[config.mk]
export PLATFORM = sky130hd
export DESIGN_NAME = fenpin_meter
export DESIGN_NICKNAME = d
export VERILOG_FILES = /design/src/rtl/fenpin_pkg.sv /design/src/rtl/fenpin_meter_sync_edge.sv /design/src/rtl/fenpin_meter.sv
export SDC_FILE = /design/constraint.sdc
export NUM_CORES = 1
export LEC_CHECK = 0
export ABC_AREA = 1
export BUFFER_PORTS_ARGS = -buffer_cell sky130_fd_sc_hd__buf_2
export CORE_ASPECT_RATIO = 0.9
export CORE_MARGIN = 4
export CORE_UTILIZATION = 30
export DETAILED_ROUTE_END_ITERATION = 12
export SLEW_MARGIN = 10
export SYNTH_ARGS = -nofsm -noshare
export SYNTH_HDL_FRONTEND = slang
export SYNTH_SLANG_ARGS = --single-unit
[constraint.sdc]
create_clock -name clk -period 1.5 [get_ports clk]
set_input_delay 0.225 -clock clk [delete_from_list [all_inputs] [get_ports clk]]
set_output_delay 0.225 -clock clk [all_outputs]
set_load 0.03 [all_outputs]
[src/rtl/fenpin_pkg.sv]
// Shared types and default sizing for the fenpin half-period meter.
package fenpin_pkg;

  localparam int WIDTH_DEF    = 8;
  localparam int LOCK_CNT_DEF = 4;

  typedef enum logic [1:0] {
    IDLE    = 2'd0,
    MEASURE = 2'd1,
    LOCKED  = 2'd2
  } state_e;

endpackage

[src/rtl/fenpin_meter_sync_edge.sv]
// Brings the asynchronous clk_in into the clk domain and flags every
// transition, rising or falling, as a single-cycle edge_pulse.
module sync_edge (
  input  logic clk,
  input  logic rst,
  input  logic d_in,
  output logic edge_pulse
);

  logic s1_q, s2_q, s3_q;
  logic s1_d, s2_d, s3_d;

  always_comb begin
    s1_d = d_in;
    s2_d = s1_q;
    s3_d = s2_q;
  end

  always_ff @(posedge clk or posedge rst) begin
    if (rst) begin
      s1_q <= 1'b0;
      s2_q <= 1'b0;
      s3_q <= 1'b0;
    end else begin
      s1_q <= s1_d;
      s2_q <= s2_d;
      s3_q <= s3_d;
    end
  end

  assign edge_pulse = s2_q ^ s3_q;

endmodule

[src/rtl/fenpin_meter.sv]
// Measures clk cycles between clk_in transitions and tracks whether
// successive measurements agree.
//
// state   | meaning
// IDLE    | no reference edge yet; counter saturates silently
// MEASURE | measuring, fewer than LOCK_CNT consecutive equal results
// LOCKED  | LOCK_CNT or more consecutive equal results
module fenpin_meter
  import fenpin_pkg::*;
#(
  parameter int WIDTH    = WIDTH_DEF,
  parameter int LOCK_CNT = LOCK_CNT_DEF
) (
  input  logic             clk,
  input  logic             rst,
  input  logic             clk_in,
  output logic [WIDTH-1:0] half_period,
  output logic             meas_valid,
  output logic             locked,
  output logic             err,
  output logic             timeout
);

  localparam int MW = $clog2(LOCK_CNT + 1);
  localparam logic [WIDTH-1:0] CNT_MAX = '1;
  localparam logic [MW-1:0]    LOCK_M  = MW'(LOCK_CNT);

  logic edge_pulse;

  state_e           state_q, state_d;
  logic [WIDTH-1:0] cnt_q, cnt_d;
  logic [WIDTH-1:0] hp_q, hp_d;
  logic [MW-1:0]    match_q, match_d;
  logic [MW-1:0]    match_inc;
  logic             mv_q, mv_d;
  logic             err_q, err_d;
  logic             to_q, to_d;
  logic             same;

  sync_edge u_sync_edge (
    .clk       (clk),
    .rst       (rst),
    .d_in      (clk_in),
    .edge_pulse(edge_pulse)
  );

  always_comb begin
    state_d   = state_q;
    hp_d      = hp_q;
    match_d   = match_q;
    mv_d      = 1'b0;
    err_d     = 1'b0;
    to_d      = 1'b0;
    same      = (cnt_q == hp_q);
    match_inc = (match_q >= LOCK_M) ? LOCK_M : match_q + 1'b1;

    if (edge_pulse) begin
      cnt_d = WIDTH'(1);
    end else if (cnt_q != CNT_MAX) begin
      cnt_d = cnt_q + 1'b1;
    end else begin
      cnt_d = cnt_q;
    end

    // An edge always wins over saturation, so a period of exactly MAX is a measurement.
    case (state_q)
      IDLE: begin
        if (edge_pulse) begin
          state_d = MEASURE;
          match_d = '0;
        end
      end
      MEASURE: begin
        if (edge_pulse) begin
          hp_d    = cnt_q;
          mv_d    = 1'b1;
          match_d = same ? match_inc : MW'(1);
          if (match_d >= LOCK_M) state_d = LOCKED;
        end else if (cnt_q == CNT_MAX) begin
          to_d    = 1'b1;
          state_d = IDLE;
          match_d = '0;
        end
      end
      LOCKED: begin
        if (edge_pulse) begin
          hp_d = cnt_q;
          mv_d = 1'b1;
          if (same) begin
            match_d = match_inc;
          end else begin
            err_d   = 1'b1;
            state_d = MEASURE;
            match_d = MW'(1);
          end
        end else if (cnt_q == CNT_MAX) begin
          to_d    = 1'b1;
          state_d = IDLE;
          match_d = '0;
        end
      end
      default: begin
        state_d = IDLE;
        match_d = '0;
      end
    endcase
  end

  always_ff @(posedge clk or posedge rst) begin
    if (rst) begin
      state_q <= IDLE;
      cnt_q   <= '0;
      hp_q    <= '0;
      match_q <= '0;
      mv_q    <= 1'b0;
      err_q   <= 1'b0;
      to_q    <= 1'b0;
    end else begin
      state_q <= state_d;
      cnt_q   <= cnt_d;
      hp_q    <= hp_d;
      match_q <= match_d;
      mv_q    <= mv_d;
      err_q   <= err_d;
      to_q    <= to_d;
    end
  end

  assign half_period = hp_q;
  assign meas_valid  = mv_q;
  assign locked      = (state_q == LOCKED);
  assign err         = err_q;
  assign timeout     = to_q;

endmodule

# After elaboration in Yosys (flattened, before gate mapping)
# Index checks and enable logic that the tools add are counted.
# Widths: inputs -> output; s select.
# classes
bitwise,1
n_addsub,2
eq_ne,9
reduce_logical,6
muxes,23
order_cmp,2
# ops
cell,n
$mux 8,2
$mux 3,5
$mux 2,6
$add 8x1->8 const B,1
$eq 8x8->1,1
$eq 8x8->1 const B,1
$mux 1,8
$ne 8x8->1 const B,1
$ge 3x3->1 const B,2
$ne 3x3->1 const B,2
$pmux 2 s3,1
$pmux 3 s2,1
$reduce_and 2->1,2
$add 3x1->3 const B,1
$ne 3x1->1 const B,1
$reduce_and 3->1,1
$eq 2x1->1 const B,1
$eq 2x2->1 const B,1
$logic_not 2->1,1
$ne 2x2->1 const B,1
$reduce_bool 2->1,1
$reduce_or 2->1,1
$xor 1x1->1,1
# totals
word_cells,53
regBits,27
input_bits,3

# Longest topological paths before layout
# Gate-level depths: netlist (run 1).
# depth
ltp_word,7
depth_mapped,11
mapped_depth_nobuf,11

# Cells and area by module
# From an unflattened synthesis (run 1), not the netlist that was laid out.
# hier_totals
cells_unflattened,173
hier_area_um2,1431.4
# modules_own_cells
module,n_inst,cells_per_inst,area_each_um2
fenpin_meter,1,164,1333.8
sync_edge,1,9,97.6

# Least setup slack after synthesis (run 1)
# Ideal clock, no wire load.
# synth_timing
path_type,register to register
from,register state_q[0]
to,register state_q[0]
t_required_ns,1.383
slack_ns,0.049
synth_period_minus_slack_ns,1.451
path_stages_with_launch,10
arrival_ns,1.334
path_cell_list,dfrtp_1 inv_1 ha_1 inv_1 nor2_1 nand3_1 nand2_1 inv_2 nand3_1 nand2_1
# synth_via
elab_chain_len,3
word_cells_on_any_way,11
cone_classes,eq/ne (5); mux (4); reduce/logical (2)
# synth_lines
element,line_no,text
"start, declared",fenpin_meter.sv:30,"state_e state_q, state_d;"
"start signal, assigned",fenpin_meter.sv:119,state_q <= state_d;
$eq 2x2->1 (*),--,
net locked,fenpin_meter.sv:19,"output logic locked,"
$ne 3x3->1 (no line),--,
$reduce_and 3->1 (no line),--,
# Mark *: on every way through the listed nets, which the timed path passes. The rest lies on a longest branch.
# A chain may end at the register's enable or synchronous reset.

# Worst setup path after layout (run 1)
# layout_timing
from,register state_q[1]
to,"register hp_q[0], in the netlist half_period[0]"
# layout_via
elab_chain_len,3
word_cells_on_any_way,4
cone_classes,eq/ne (2); reduce/logical (2)
# layout_lines
element,line_no,text
$eq 2x2->1 or $eq 2x1->1 (tied branches),fenpin_meter.sv:66,case (state_q)
$reduce_or 2->1 (no line) (*),--,
$reduce_and 2->1 (no line) (*),--,
"end signal, assigned",fenpin_meter.sv:121,hp_q <= hp_d;
"end, declared",fenpin_meter.sv:32,"logic [WIDTH-1:0] hp_q, hp_d;"
# Mark *: on every way between the ends. The rest lies on a longest branch, timed or not.

==> results of run 1 <==
cell usage in the layout (no fill, tap or decap), types with 3 or more instances in the layout:
cell type	synthesis	layout
buf_4	0	7
nand2_2	4	3
inv_2	4	4
o21ai_1	4	3
nand2_1	46	46
o21ai_0	12	12
dfrtp_1	27	26
ha_1	7	5
clkbuf_8	0	3
nor2_1	7	7
buf_2	0	13
xnor2_1	5	5
nor2_4	2	3
nand3_1	8	7
a211oi_1	3	3
a21oi_1	5	5
inv_1	24	23
what timing repair did:
| action | CTS | global route |
|---|---|---|
| gates cloned | 0 | 0 |
| hold buffers | 0 | 0 |
| setup buffers | 0 | 6 |
| pin swaps | 0 | 3 |
| setup endpoints to repair | 1 | 16 |
| gates resized for setup | 1 | 11 |
| hold endpoints to repair | 0 | 0 |
flip-flops by register name (all words and copies together) (netlist names):
register / cells
cnt_q: 8
err: 1
half_period: 8
match_q: 3
meas_valid: 1
state_q: 2
timeout: 1
u_sync_edge.s1_q: 1
u_sync_edge.s2_q: 1
u_sync_edge.s3_q: 1
metrics by stage:
| step | TNS, ns | setup slack, ns | total power, mW | util, % |
|---|---|---|---|---|
| floorplan | 0 | 0.0492 | 1.68 | - |
| global placement | 0 | 0.0969 | 1.89 | 34.9 |
| detailed placement | 0 | 0.0112 | 1.89 | 34.9 |
| CTS | 0 | 0.0291 | 2.32 | 36.0 |
| global route | -0.00642 | -0.00642 | 2.62 | 37.7 |
| finish | 0 | 0.107 | 2.42 | 37.7 |
critical path: cells and delay by family (launching register included):
family,cells,cell delay (ns)
AO/OA/AOI/OAI,1,0.07
adder cells (fa/ha/maj),1,0.30
buffers and inverters,3,0.31
flip-flops,1,0.42
AND/OR/NAND/NOR,2,0.22
routing by layer:
| metal | vias to the layer above | global-route usage [%] |
|---|---|---|
| met5 | - | 0 |
| met4 | 0 | 3.38 |
| met3 | 4 | 2.70 |
| met2 | 16 | 16.8 |
| met1 | 509 | 14.5 |
| li1 | 597 | - |
cells by family after synthesis:
| logic type | after synthesis | share of synthesized area, % |
|---|---|---|
| and+or+nand+nor | 77 | 24.6 |
| buffers and inverters | 30 | 8.83 |
| DFF | 27 | 46.8 |
| AOI/OAI and AO/OA | 26 | 10.1 |
| adders and majority gates | 7 | 6.06 |
| xor gates and xnor gates | 6 | 3.64 |
worst paths after layout:
kind	slack, ns	end	start
min in group clk	0.05	u_sync_edge.s1_q$_DFF_PP0_	clk_in
worst min register to register	0.35	u_sync_edge.s2_q$_DFF_PP0_	u_sync_edge.s1_q$_DFF_PP0_
worst max register to register	0.11	half_period[0]$_DFFE_PP0P_	state_q[1]$_DFFE_PP0P_
worst max-delay path	0.11	half_period[0]$_DFFE_PP0P_	state_q[1]$_DFFE_PP0P_
max in group asynchronous	1.23	cnt_q[2]$_DFFE_PP0P_	rst
worst min-delay path	-0.009	half_period[3]$_DFFE_PP0P_	rst
where the power goes:
part	leakage, nW	switching [mW]	internal (mW)	total (mW)
Sequential	0.355	0.0915	0.847	0.939
Clock	0.0228	0.233	0.191	0.424
Combinational	0.448	0.667	0.392	1.06
Total	0.825	0.991	1.43	2.42
area by class of cell:
cell class / count / area, µm²
Fill cell: 496 / 2830
Sequential cell: 27 / 677
Multi-Input combinational cell: 116 / 671
Timing Repair Buffer: 22 / 136
Inverter: 28 / 108
Tap cell: 62 / 77.6
Clock buffer: 4 / 45.0
synthesized netlist by cell type:
master / count / area share (%)
and3_1: 1 / 0.43
nand2_2: 4 / 1.7
o21ai_0: 12 / 4.2
nor2_1: 7 / 1.8
nor2_4: 2 / 1.6
inv_2: 4 / 1.0
nand3_1: 8 / 2.8
a211oi_2: 1 / 0.87
a21oi_1: 5 / 1.7
xor2_1: 1 / 0.61
or2_2: 1 / 0.43
ha_1: 7 / 6.1
a211oi_1: 3 / 1.6
nand3_2: 1 / 0.69
nor3_1: 3 / 1.0
dfrtp_1: 27 / 47
a31oi_1: 1 / 0.43
inv_1: 24 / 6.2
o21ai_1: 4 / 1.4
nor3b_2: 1 / 0.87
nor2_2: 3 / 1.3
xnor2_1: 5 / 3.0
nand2_1: 46 / 12
buf_6: 2 / 1.6
==> metrics, run 1 <==
Via Count 1126; std cell rows 23; Critical Path Start Type flop; Synthesized Nets 183; CTS Buf Count 3; outcome complete, but fails checks; crit path DAT 1.59 ns; synth unique cells 24; DRT Pass-1 Iters 4; post-synthesis sequential area ratio 46.8%; worst min-delay path category in -> async; flops & latches, synth 27; Root Buffer clkbuf_8; die area 5990 µm²; slew at the pin closest to its max-slew limit 0.359 ns; initial antenna violation count 0; Final Skew 0.0112 ns; Die Y 73.8 µm; period utilization 92.8%; slowest CP cell dfrtp_1; Max H-tree Level 1; YS warnings 0; placed cell areas 1590 µm²; crit path kind reg -> reg; design area 1710 µm²; layout cell share with drive strength beyond 1 24.9%; R2R depth 7; vias in the first global route 1063; worst path required time 1.69 ns; DRT antenna net count 0; Detailed Route Iter0 Violations 37; routability cong. 0.814; port buffer count 14; pin count of the biggest net entering global routing 28; crit path max fanout 5; critical path capture point type flop; Slew Limit Fails 0; final setup fails 0; DP Cell Count 249; ant diodes 0; routed length on met3 93 µm; max-cap violation count 0; Fin. Hold Viols 14; post-synthesis average cell area 8.35 µm²; wire length on met2 1300 µm; die width 81.2 µm; # clock sinks 27; Reg clk slew, reported paths 0.10 ns; Syn Inst Count 173; first-pass GRT wire length 4930 µm; Remaining DRCs 0; Layout area overhead 18.6%; Routed WL 2890 µm; CP Cell Sequence inv_1 > ha_1 > inv_1 > nor2_4 > buf_6 > nand2_1 > o21ai_0; gr usage total 10.7%; initial core utilization 31.8%; synthesized area 1450 µm²; Vias/cell 4.35; most frequent CP cell inv_1; Max transition margin 76.1%; I/O pin total 15; grt ovf 0; DR top layer met4; core area 4550 µm²; wire length on met1 1460 µm; leakage power 0.825 nW; Worst-Skew Late Latency 0.28 ns; minimum clock period 1.39 ns; Final HPWL DP 2080 µm; maximum root-to-sink buffer count 2; max incr delay on CP 0.42 ns; fmax 718 MHz; PwrDens 1410 nW/µm²; final hold slack -0.00930 ns; RSZ-0062 raised after global routing yes; Nets 208; Layout Cells excl Fill 259; failing checks hold timing; VDD IR max 1.06 mV; TritonCTS clock tree done; WL per Instance 11.1 µm
No activity file was read; power rests on OpenSTA's default activity.
==> inputs of run 2 (changes only) <==
CELL_PAD_IN_SITES_DETAIL_PLACEMENT = 1   (was not set)
CELL_PAD_IN_SITES_GLOBAL_PLACEMENT = 2   (was not set)
PLACE_DENSITY_LB_ADDON = 0.1   (was not set)
SETUP_SLACK_MARGIN = 0.15   (was not set)
==> metrics, run 2 (same netlist as run 1, synthesis figures left out) <==
# clock sinks 27 (unchanged); commonest non-fill, non-tap cells in the layout nand2_1, dfrtp_1, inv_1; Worst-Skew Late Latency 0.27 ns (about the same); commonest non-fill, non-tap cell in the layout nand2_1; crit path max fanout 6 (+1); Final Skew 0.00395 ns (-0.00725 ns); Layout Cells excl Fill 272 (+5.0%); Slew Limit Fails 0 (unchanged); pin count of the biggest net entering global routing 28 (unchanged); fill count 558 (+13%); routability cong. 0.743 (-8.7%); TritonCTS clock tree done; final setup fails 0 (unchanged); die width 81.2 µm (unchanged); failing checks hold timing; leakage power 0.932 nW (+13%); DRT Pass-1 Iters 4 (unchanged); period utilization 95.0% (+2.2 points); Final HPWL DP 2590 µm (+25%); port buffer count 14 (unchanged); WL per Instance 13.8 µm (+24%); design area 2010 µm² (+17%); Reg clk slew, reported paths 0.10 ns (about the same); layout cell share with drive strength beyond 1 49.5% (+25 points); slew at the pin closest to its max-slew limit 0.353 ns (-0.00609 ns); worst setup margin 0.0749 ns (-0.0324 ns); minimum clock period 1.43 ns (+0.0324 ns); fmax 702 MHz (-2.3%); worst min-delay path category in -> async; Core Util, Final 44.3% (+6.6 points); Via Count 1226 (+8.9%); max-cap violation count 0 (unchanged); placed cell areas 1600 µm² (+0.63%); VDD IR max 0.798 mV (-24%); grt ovf 0 (unchanged); maximum root-to-sink buffer count 2 (unchanged); Detailed Route Iter0 Violations 55 (+49%); DRT antenna net count 0 (unchanged); post-place setup slack 0.00517 ns (-0.00601 ns); vias in the first global route 1355 (+27%); std cell rows 23 (unchanged); PwrDens 1390 nW/µm² (-1.2%); I/O pin total 15 (unchanged); worst path required time 1.68 ns (about the same); initial antenna violation count 0 (unchanged); initial core utilization 31.8% (unchanged); RSZ-0062 raised after global routing yes; final hold slack -0.00894 ns (+0.000364 ns); Die Y 73.8 µm (unchanged); Max transition margin 76.5% (+0.41 points); core area 4550 µm² (unchanged); die area 5990 µm² (unchanged); Root Buffer clkbuf_8; DP Cell Count 250 (+0.40%); crit path kind reg -> reg; first-pass GRT wire length 6290 µm (+28%); CTS Buf Count 3 (unchanged); crit path DAT 1.60 ns (about the same); Max H-tree Level 1 (unchanged); Remaining DRCs 0 (unchanged); Vias/cell 4.51 (+3.7%); Critical Path Start Type flop; ant diodes 0 (unchanged); critical path capture point type flop; setup TNS 0 ns (unchanged); Nets 221 (+6.3%); gr usage total 13.6% (+2.9 points); Routed WL 3750 µm (+30%); outcome complete, but fails checks; Layout area overhead 39.3%; Fin. Hold Viols 16 (+2)
run 2: area by class of cell:
class / count / area, µm² / share of cell area [%]
Inverter: 28 / 113 / 5.59
Clock buffer: 3 / 41.3 / 2.05
Timing Repair inverter: 1 / 6.26 / 0.311
Clock inverter: 1 / 5.00 / 0.249
Timing Repair Buffer: 34 / 249 / 12.4
Sequential cell: 27 / 683 / 33.9
Tap cell: 62 / 77.6 / 3.85
Multi-Input combinational cell: 116 / 838 / 41.6
run 2: final timing paths:
check                                           start                         end  slack (ns)  depth (start not counted)
hold / removal                                    rst  half_period[4]$_DFFE_PP0P_      -0.009                          3
hold reg to reg            u_sync_edge.s1_q$_DFF_PP0_  u_sync_edge.s2_q$_DFF_PP0_        0.36                          0
setup / recovery               state_q[1]$_DFFE_PP0P_  half_period[5]$_DFFE_PP0P_        0.07                          8
min in group clk                               clk_in  u_sync_edge.s1_q$_DFF_PP0_        0.05                          1
max in group asynchronous                         rst        cnt_q[5]$_DFFE_PP0P_        1.22                          3
setup reg to reg               state_q[1]$_DFFE_PP0P_  half_period[5]$_DFFE_PP0P_        0.07                          8
run 2: what timing repair did:
item | in CTS | in global routing
hold buffers | 0 | 0
cloned | 0 | 1
pin swaps | 5 | 18
resized for setup | 24 | 53
buffers inserted | 9 | 8
endpoints found under the setup margin | 21 | 23
run 2: critical path, cell delays in order (launching register included):
cell,delay (ns)
dfrtp_1,0.44
inv_2,0.09
ha_4,0.27
inv_2,0.04
nor2_4,0.20
buf_6,0.14
inv_4,0.05
nand2_2,0.05
o21ai_2,0.05
run 2: stage by stage:
step	hold slack, ns	power [mW]
floorplan	0.256	1.68
global placement	0.306	1.91
detailed placement	0.312	1.93
CTS	0.00148	2.54
global route	0.0120	3.03
finish	-0.00894	2.81
run 2: routing by layer:
layer	wire length (µm)	track usage, %	part of all wire [%]
met5	0	0	0
met4	10	2.81	0.27
met3	95	2.57	2.5
met2	1790	23.2	48
met1	1850	18.0	49
run 2: power breakdown:
| part | switching [mW] | internal, mW | total (mW) |
|---|---|---|---|
| logic | 0.874 | 0.560 | 1.43 |
| registers | 0.103 | 0.848 | 0.951 |
| clock network | 0.237 | 0.186 | 0.423 |
==> inputs of run 3 (changes only) <==
ABC_AREA = not set   (was 1)
==> metrics, run 3 <==
core area 4520 µm² (-0.63%); Final Skew 0.00277 ns (-0.00118 ns); crit path max fanout 5 (-1); dominant cell type by area after synthesis dfrtp_1; max-cap violation count 0 (unchanged); port buffer count 14 (unchanged); outcome complete, but fails checks; minimum clock period 1.59 ns (+0.163 ns); Nets 192 (-13%); Routed WL 3910 µm (+4.2%); Synth Flop Type dfrtp_1; CP top delay family compound AO/OA/AOI/OAI gates; Max H-tree Level 1 (unchanged); EDFF count, synth 0 (unchanged); commonest non-fill, non-tap cell in the layout buf_4; max incr delay on CP 0.45 ns (about the same); PwrDens 1570 nW/µm² (+13%); post-synthesis sequential area ratio 47.2% (+0.49 points); Hold Buf Count CTS 0 (unchanged); DRT antenna net count 0 (unchanged); grt ovf 0 (unchanged); flops & latches, synth 27 (unchanged); first-pass GRT wire length 6440 µm (+2.4%); layout cell share with drive strength beyond 1 64.6% (+15 points); Root Buffer clkbuf_8; CTS Buf Count 3 (unchanged); # clock sinks 27 (unchanged); Via Count 1139 (-7.1%); Synth top area share 47.2% (+0.49 points); Reg clk slew, reported paths 0.10 ns (about the same); Die Y 73.5 µm (-0.47%); asr flop ratio synth 100% (unchanged); DP Cell Count 224 (-10%); maximum root-to-sink buffer count 2 (unchanged); Commonest cells post-synth dfrtp_1, mux2_2, nand2_1, nor2_1; count leader, synth dfrtp_1; I/O pin total 15 (unchanged); DRT Pass-1 Iters 4 (unchanged); failing checks hold timing, setup timing; period utilization 106% (+11 points); critical path capture point type flop; design area 2210 µm² (+9.9%); Layout Cells excl Fill 243 (-11%); die area 5940 µm² (-0.93%); crit path kind reg -> reg; Vias/cell 4.69 (+4.0%); Worst-Skew Late Latency 0.28 ns (about the same); final setup fails 5 (+5); Max transition margin 75.2% (-1.2 points); placed cell areas 1870 µm² (+17%); die width 80.8 µm (-0.47%); commonest non-fill, non-tap cells in the layout buf_4, dfrtp_1, buf_2; final hold slack -0.0135 ns (-0.00458 ns); YS warnings 0 (unchanged); initial core utilization 31.7% (-0.13 points); synthesized area 1430 µm² (-1.0%); Final HPWL DP 2680 µm (+3.6%); Detailed Route Iter0 Violations 21 (-62%); Synthesized Nets 134 (-27%); critical path buffer and inverter count 1 (-3); largest cells by area after synthesis dfrtp_1, mux2_2, ha_1, xnor2_2, xnor2_1; Critical Path Start Type flop; leakage power 1.03 nW (+11%); Syn Inst Count 124 (-28%); ant diodes 0 (unchanged); synth unique cells 35 (+46%); RSZ-0062 raised after global routing yes; worst path required time 1.71 ns (+0.03 ns); initial antenna violation count 0 (unchanged); pin count of the biggest net entering global routing 28 (unchanged); post-synthesis average cell area 11.5 µm² (+38%); fmax 630 MHz (-10%); slowest CP cell dfrtp_2; post-place setup slack -0.218 ns (-0.223 ns); Layout area overhead 54.8%; Fin. Hold Viols 16 (unchanged); slew at the pin closest to its max-slew limit 0.372 ns (+0.0185 ns); std cell rows 23 (unchanged); Slew Limit Fails 0 (unchanged); VDD IR max 0.552 mV (-31%); WL per Instance 16.1 µm (+17%); worst setup margin -0.0877 ns (-0.163 ns); vias in the first global route 1276 (-5.8%); TritonCTS clock tree done; routability cong. 0.883 (+19%); Remaining DRCs 0 (unchanged); crit path DAT 1.79 ns (+0.19 ns); gr usage total 14.2% (+0.59 points); worst min-delay path category in -> async; CP Cell Sequence xnor2_2 > nand4_4 > buf_4 > o31ai_2 > o21ai_1 > o22ai_1
-- run 3: changes by cell type after synthesis, moves of 7 or more --
| cell | previous run | this run |
|---|---|---|
| inv_1 | 24 | 7 |
| mux2_2 | 0 | 8 |
| nand2_1 | 46 | 8 |
| o21ai_0 | 12 | 4 |
| nand3_1 | 8 | 1 |
-- run 3: path summary, 6_finish.rpt --
check,start,to,slack (ns),cells past startpoint
min reg2reg,u_sync_edge.s1_q$_DFF_PP0_,u_sync_edge.s2_q$_DFF_PP0_,0.36,0
max in group asynchronous,rst,cnt_q[0]$_DFFE_PP0P_,1.21,3
min,rst,state_q[1]$_DFFE_PP0P_,-0.01,3
min in group clk,clk_in,u_sync_edge.s1_q$_DFF_PP0_,0.05,1
max reg2reg,cnt_q[6]$_DFFE_PP0P_,state_q[1]$_DFFE_PP0P_,-0.09,6
max,cnt_q[6]$_DFFE_PP0P_,state_q[1]$_DFFE_PP0P_,-0.09,6
-- run 3: tightest hold or removal path, stage by stage --
cell and delay (ns):
buf_2 0.09, inv_1 0.04, buf_4 0.33
-- run 3: metrics by stage --
step           utilization [%]  TNS, ns  total power, mW
2_1_floorplan                -        0             2.02
3_3_place_gp              41.3   -0.514             2.53
3_5_place_dp              41.3   -0.473             2.56
4_1_cts                   46.0   -0.277             3.35
5_1_grt                   49.0   -0.833             3.71
6_report                  49.0   -0.277             3.47
-- run 3: layout make-up --
class | count | area [µm²]
Fill cell | 507 | 2300
Tap cell | 62 | 77.6
Multi-Input combinational cell | 85 | 923
Timing Repair Buffer | 58 | 450
Sequential cell | 27 | 689
Inverter | 7 | 26.3
Clock buffer | 3 | 41.3
Clock inverter | 1 | 5.00
-- run 3: report_power, final --
group	switching [mW]	internal (mW)	total (mW)	leakage [nW]
combinational	1.01	1.05	2.06	0.666
sequential	0.115	0.866	0.981	0.338
clock	0.248	0.187	0.435	0.0255
total	1.38	2.10	3.47	1.03
-- run 3: timing repair --
| action | 4_1_cts | 5_1_grt |
|---|---|---|
| pin swaps | 8 | 16 |
| setup buffers | 9 | 6 |
| endpoints found under the setup margin | 21 | 24 |
| gates resized for setup | 17 | 20 |
-- run 3: logic make-up (layout without fill, tap and decap cells) --
group | count (synthesis) | in the layout | share of synthesized area (%)
compound gates | 25 | 25 | 12.1
xor+xnor | 14 | 14 | 10.7
fa+ha+maj | 7 | 7 | 6.12
buf+inv | 12 | 69 | 4.46
flops | 27 | 27 | 47.2
mux | 8 | 8 | 6.30
simple gates | 31 | 31 | 13.1
-- run 3: layer usage --
metal	share of wire, %	vias up	GRT usage, %	wire [µm]
met5	0	-	0	0
met4	1.6	0	3.19	63
met3	3.8	6	3.55	149
met2	47	19	23.6	1850
met1	47	557	18.7	1840
li1	-	557	-	-
